## src/rtl/arb_pkg.sv

```systemverilog
// Shared types and helpers for the round-robin quantum arbiter.
package arb_pkg;

  localparam int MAX_N = 32;

  typedef enum logic {
    ARB_IDLE  = 1'b0,
    ARB_GRANT = 1'b1
  } arb_state_t;

  function automatic logic [MAX_N-1:0] onehot(input int unsigned idx);
    return MAX_N'(1) << idx;
  endfunction

endpackage

```

## src/rtl/rr_pick.sv

```systemverilog
// Combinational round-robin selector: first set request at or after ptr,
// wrapping to index 0.
module rr_pick #(
  parameter int N  = 3,
  parameter int IW = $clog2(N)
) (
  input  logic [N-1:0]  req,
  input  logic [IW-1:0] ptr,
  output logic [IW-1:0] idx,
  output logic          valid
);

  always_comb begin
    idx   = '0;
    valid = 1'b0;
    // First pass covers ptr..N-1, second pass wraps around from 0.
    for (int i = 0; i < N; i++) begin
      if (!valid && req[i] && (i >= int'(ptr))) begin
        valid = 1'b1;
        idx   = IW'(i);
      end
    end
    for (int i = 0; i < N; i++) begin
      if (!valid && req[i]) begin
        valid = 1'b1;
        idx   = IW'(i);
      end
    end
  end

endmodule

```

## src/rtl/rr_quantum_arbiter.sv

```systemverilog
// N-way round-robin arbiter with registered one-hot grant and optional
// quantum-based preemption (enabled by defining ARB_QUANTUM_EN).
module rr_quantum_arbiter
  import arb_pkg::*;
#(
  parameter int N       = 3,
  parameter int QUANTUM = 8,
  parameter int IW      = $clog2(N)
) (
  input  logic          clk,
  input  logic          reset,
  input  logic [N-1:0]  r,
  output logic [N-1:0]  g,
  output logic          busy,
  output logic [IW-1:0] owner,
  output logic          preempt
);

  if (N < 2 || N > MAX_N || QUANTUM < 1) begin : g_param_err
    $error("rr_quantum_arbiter: need 2 <= N <= MAX_N and QUANTUM >= 1");
  end

  arb_state_t    state_q, state_d;
  logic [IW-1:0] owner_q, owner_d;
  logic [IW-1:0] ptr_q, ptr_d;
  logic [IW-1:0] pick_idx;
  logic          pick_valid;
  logic          expire;

  rr_pick #(
    .N  (N),
    .IW (IW)
  ) u_pick (
    .req   (r),
    .ptr   (ptr_q),
    .idx   (pick_idx),
    .valid (pick_valid)
  );

`ifdef ARB_QUANTUM_EN
  localparam int            CW   = $clog2(QUANTUM + 1);
  localparam logic [CW-1:0] QMAX = CW'(QUANTUM);

  logic [CW-1:0]    cnt_q;
  logic [MAX_N-1:0] others;
  logic             preempt_q;

  assign others = MAX_N'(r) & ~onehot(32'(owner_q));
  assign expire = (cnt_q == QMAX) && (|others);

  // Hold counter: loaded to 1 on grant, saturates at QUANTUM.
  always_ff @(posedge clk) begin
    if (reset) begin
      cnt_q <= '0;
    end else if (state_q == ARB_IDLE) begin
      if (pick_valid) cnt_q <= CW'(1);
    end else if (cnt_q != QMAX) begin
      cnt_q <= cnt_q + 1'b1;
    end
  end

  // Release by the owner takes precedence over a forced release.
  always_ff @(posedge clk) begin
    if (reset) preempt_q <= 1'b0;
    else       preempt_q <= (state_q == ARB_GRANT) && r[owner_q] && expire;
  end

  assign preempt = preempt_q;
`else
  assign expire  = 1'b0;
  assign preempt = 1'b0;
`endif

  always_ff @(posedge clk) begin
    if (reset) begin
      state_q <= ARB_IDLE;
      owner_q <= '0;
      ptr_q   <= '0;
    end else begin
      state_q <= state_d;
      owner_q <= owner_d;
      ptr_q   <= ptr_d;
    end
  end

  always_comb begin
    state_d = state_q;
    owner_d = owner_q;
    ptr_d   = ptr_q;
    case (state_q)
      ARB_IDLE: begin
        if (pick_valid) begin
          state_d = ARB_GRANT;
          owner_d = pick_idx;
          ptr_d   = (pick_idx == IW'(N - 1)) ? '0 : pick_idx + 1'b1;
        end
      end
      ARB_GRANT: begin
        if (!r[owner_q] || expire) state_d = ARB_IDLE;
      end
      default: state_d = ARB_IDLE;
    endcase
  end

  assign busy  = (state_q == ARB_GRANT);
  assign owner = owner_q;
  assign g     = busy ? N'(onehot(32'(owner_q))) : '0;

endmodule

```

## config.mk

```make
export PLATFORM = sky130hd
export DESIGN_NAME = rr_quantum_arbiter
export DESIGN_NICKNAME = d
export VERILOG_FILES = /design/src/rtl/arb_pkg.sv /design/src/rtl/rr_pick.sv /design/src/rtl/rr_quantum_arbiter.sv
export SDC_FILE = /design/constraint.sdc
export NUM_CORES = 1
export LEC_CHECK = 0
export ABC_AREA = 1
export BUFFER_PORTS_ARGS = -buffer_cell sky130_fd_sc_hd__buf_2
export CORE_AREA = 4 4 41 43
export DETAILED_ROUTE_END_ITERATION = 10
export DIE_AREA = 0 0 45 47
export PLACE_DENSITY = 0.48
export SYNTH_ARGS = -nofsm -noshare
export SYNTH_HDL_FRONTEND = slang
export SYNTH_SLANG_ARGS = --single-unit
export TNS_END_PERCENT = 10
```

## constraint.sdc

```tcl
create_clock -name clk -period 1.1 [get_ports clk]
set_input_delay 0.165 -clock clk [delete_from_list [all_inputs] [get_ports clk]]
set_output_delay 0.165 -clock clk [all_outputs]
set_load 0.005 [all_outputs]
```

==> results_dict.tcl <==
set metrics [dict create \
    status "finished, violations left" \
    failing_checks "negative setup slack" \
    setup_viol 2 \
    postCtsHoldBufs 0 \
    clk_latency_ps 240 \
    cts_tree "done" \
    clock_tree_skew_after_final_layout_ps 2.28 \
    final_antenna_net_count 0 \
    cts.path.max_buffers 2 \
    grt_first_pass_wirelength_um 1220 \
    fp.dieW_um 45 \
    synth.mux.area_fraction_pct 0 \
    gp_congestion 0.680 \
    clockPowerShare_pct 33.5 \
    synth_simple_gate_area_share_pct 38.5 \
    io_buffers 10 \
    syn_avg_cell_area_um2 6.31 \
    fraction_of_final_layout_cells_with_drive_strength_greater_than_1_pct 67.2 \
    clock-sinks 5 \
    maximum_number_of_pins_on_one_net_before_global_route_repair 7 \
    min-delay-path-class "input port to flip-flop" \
    syn_nets 54 \
    synth_top_cell_area_share_pct 32.4 \
    synthesis.area_um2 309 \
    power_report.internal_total_mw 0.426 \
    cts.reportedPaths.clkPinSlew_ps 40 \
    post-dp-hpwl_um 539 \
    design.final.nets 70 \
    synthTopCellsByArea "sky130_fd_sc_hd__dfxtp_1 32%, sky130_fd_sc_hd__nand2_1 16%, sky130_fd_sc_hd__a21oi_1 11%" \
    synth_warnings 0 \
    most-common-layout-cells "10 x sky130_fd_sc_hd__buf_2, 8 x sky130_fd_sc_hd__nand2_1, 5 x sky130_fd_sc_hd__inv_2, 5 x sky130_fd_sc_hd__nand2_2, 4 x sky130_fd_sc_hd__a21oi_1" \
    timing.final.ws_setup_ps -8.75 \
    synth_adder_area_share_pct 0 \
    via_per_inst 4.56 \
    startpoint_type "flip-flop" \
    cp_cell_sequence "inv_2 -> nand2_2 -> nand2_4 -> inv_4 -> nand4_4 -> nand2_4 -> inv_2 -> nand2_2 -> a21oi_1" \
    gr-total-overflow 0 \
    power.switching_fraction_pct 33.9 \
    net-switching-power_mw 0.219 \
    r2r_setup_slack_ps -9 \
    die-area_um2 2120 \
    crit_share_post_route_pct 101 \
    synth_xor_xnor_area_share_pct 0 \
    power_density_nw_per_um2 1260 \
    irDropWorstVdd_mv 0.716 \
    pre_cts_setup_slack_ps -44.4 \
    power.sequential.fraction_pct 36.1 \
    syn_to_final_growth_pct 65.6 \
    fillerInstances 150 \
    largest_family_of_logic_cells_by_synthesized_area "simple AND/OR/NAND/NOR gates" \
    die_height_um 47 \
    drt_iter0_drc 1 \
    core_area_um2 1300 \
    post-route-util_pct 39.3 \
    power_leakage_nw 0.230 \
    top_level_ports 12 \
    grt_antenna_before_repair 0 \
    antenna_cells 0 \
    layout.cells.most_common "sky130_fd_sc_hd__buf_2" \
    cts.htree.levels 1 \
    via_count_of_the_first_global_routing_pass 307 \
    yosysUniqueCellTypes 15 \
    cts_made_buffers 3 \
    clock.fmax_mhz 902 \
    clk_root_buffer_cell "sky130_fd_sc_hd__clkbuf_4" \
    critPathMaxStageDelay_ps 380 \
    grt_resource_usage_total_pct 8.31 \
    post_synthesis_compound_gate_area_fraction_pct 15.8 \
    endpoint_kind "flip-flop" \
    critPathRequiredTime_ps 1230 \
    power_frac_comb_pct 30.4 \
    finalMaxSlewViolations 0 \
    dr.pass1.iters 2 \
    hold_violations 0 \
    slowest_cell_on_the_critical_path "sky130_fd_sc_hd__dfxtp_4" \
    finalWirelength_um 754 \
    synth_sequential_area_ratio_pct 32.4 \
    crit_fanout 6 \
    timing_worst_setup_path_type "flip-flop to flip-flop" \
    vias 360 \
    post-route-drc-count 0 \
    routedWlPerCell_um 9.54 \
    floorplan.initialDensity_pct 23.7 \
    grt_setup_unrepaired "true" \
    critPathArrivalTime_ps 1240 \
    post-route-min-period_ps 1110 \
    maxCapViolCount 0 \
    synth_cells 49 \
    rows 13 \
    yosysTopAreaCell "sky130_fd_sc_hd__dfxtp_1" \
    ys_ff_latch 5 \
]
## state kept, by name (all words and copies together), names as in the netlist
signal / cells
busy: 1
ptr_q: 2
owner: 2
## path summary, 6_finish.rpt
kind,depth (start not counted),from,endpoint
max reg2reg,9,ptr_q[1],ptr_q[1]
min reg2reg,2,busy,busy
min,2,reset,owner[0]
max,9,ptr_q[1],ptr_q[1]
## cell type report
class                           count  area (µm²)  area share, %
Inverter                            8        32.5           6.36
Tap cell                           15        18.8           3.67
Clock buffer                        4        26.3           5.13
Timing Repair Buffer               12        65.1           12.7
Sequential cell                     5         114           22.2
Multi-Input combinational cell     35         255           49.9
## critical path, delay by kind of cell, from the launching register on
family / cells / cell delay [ps]
AOI/OAI and AO/OA: 1 / 50
buffers and inverters: 3 / 170
DFF: 1 / 380
and+or+nand+nor: 5 / 380
## cells by family after synthesis
| logic type | after synthesis |
|---|---|
| other cells | 1 |
| buf+inv | 9 |
| flops | 5 |
| simple gates | 25 |
| compound gates | 9 |
## repair_timing
item | CTS | global route
pin swaps | 7 | 7
setup buffers | 1 | 0
resized for setup | 11 | 20
setup endpoints to repair | 7 | 8
## through the flow
stage          power (mW)  hold slack, ps  std cells  TNS (ps)  instance area (µm²)
3_5_place_dp        0.361             395         74      -111                  378
3_3_place_gp        0.364             395         74      -105                  378
5_1_grt             0.693             143         79      -375                  512
4_1_cts             0.605             127         79     -83.8                  435
6_report            0.645             136         79     -14.5                  512
2_1_floorplan       0.313             234         49         0                  309
## cell usage after synthesis
library cell               n
sky130_fd_sc_hd__nand2_4   1
sky130_fd_sc_hd__nor2_1    4
sky130_fd_sc_hd__nand2_2   1
sky130_fd_sc_hd__conb_1    1
sky130_fd_sc_hd__buf_4     1
sky130_fd_sc_hd__nand3_1   3
sky130_fd_sc_hd__o22ai_1   1
sky130_fd_sc_hd__a21oi_1   7
sky130_fd_sc_hd__nor3_1    2
sky130_fd_sc_hd__nand4_2   1
sky130_fd_sc_hd__inv_1     5
sky130_fd_sc_hd__inv_2     3
sky130_fd_sc_hd__nand2_1  13
sky130_fd_sc_hd__dfxtp_1   5
sky130_fd_sc_hd__o31ai_1   1
## layer usage
layer / vias to the layer above / track usage (%) / wire, µm
li1: 186 / - / -
met1: 164 / 9.13 / 299
met2: 7 / 13.0 / 397
met3: 3 / 2.68 / 34
met4: 0 / 7.02 / 22
met5: - / 0 / 0
## power by group through the flow
stage / Combinational, mW / Clock [mW] / Sequential, mW
floorplan: 0.0934 / 0 / 0.220
global placement: 0.143 / 0 / 0.221
detailed placement: 0.140 / 0 / 0.221
CTS: 0.156 / 0.226 / 0.223
global route: 0.222 / 0.235 / 0.236
finish: 0.196 / 0.216 / 0.233
No activity file was read; power rests on OpenSTA's default activity.
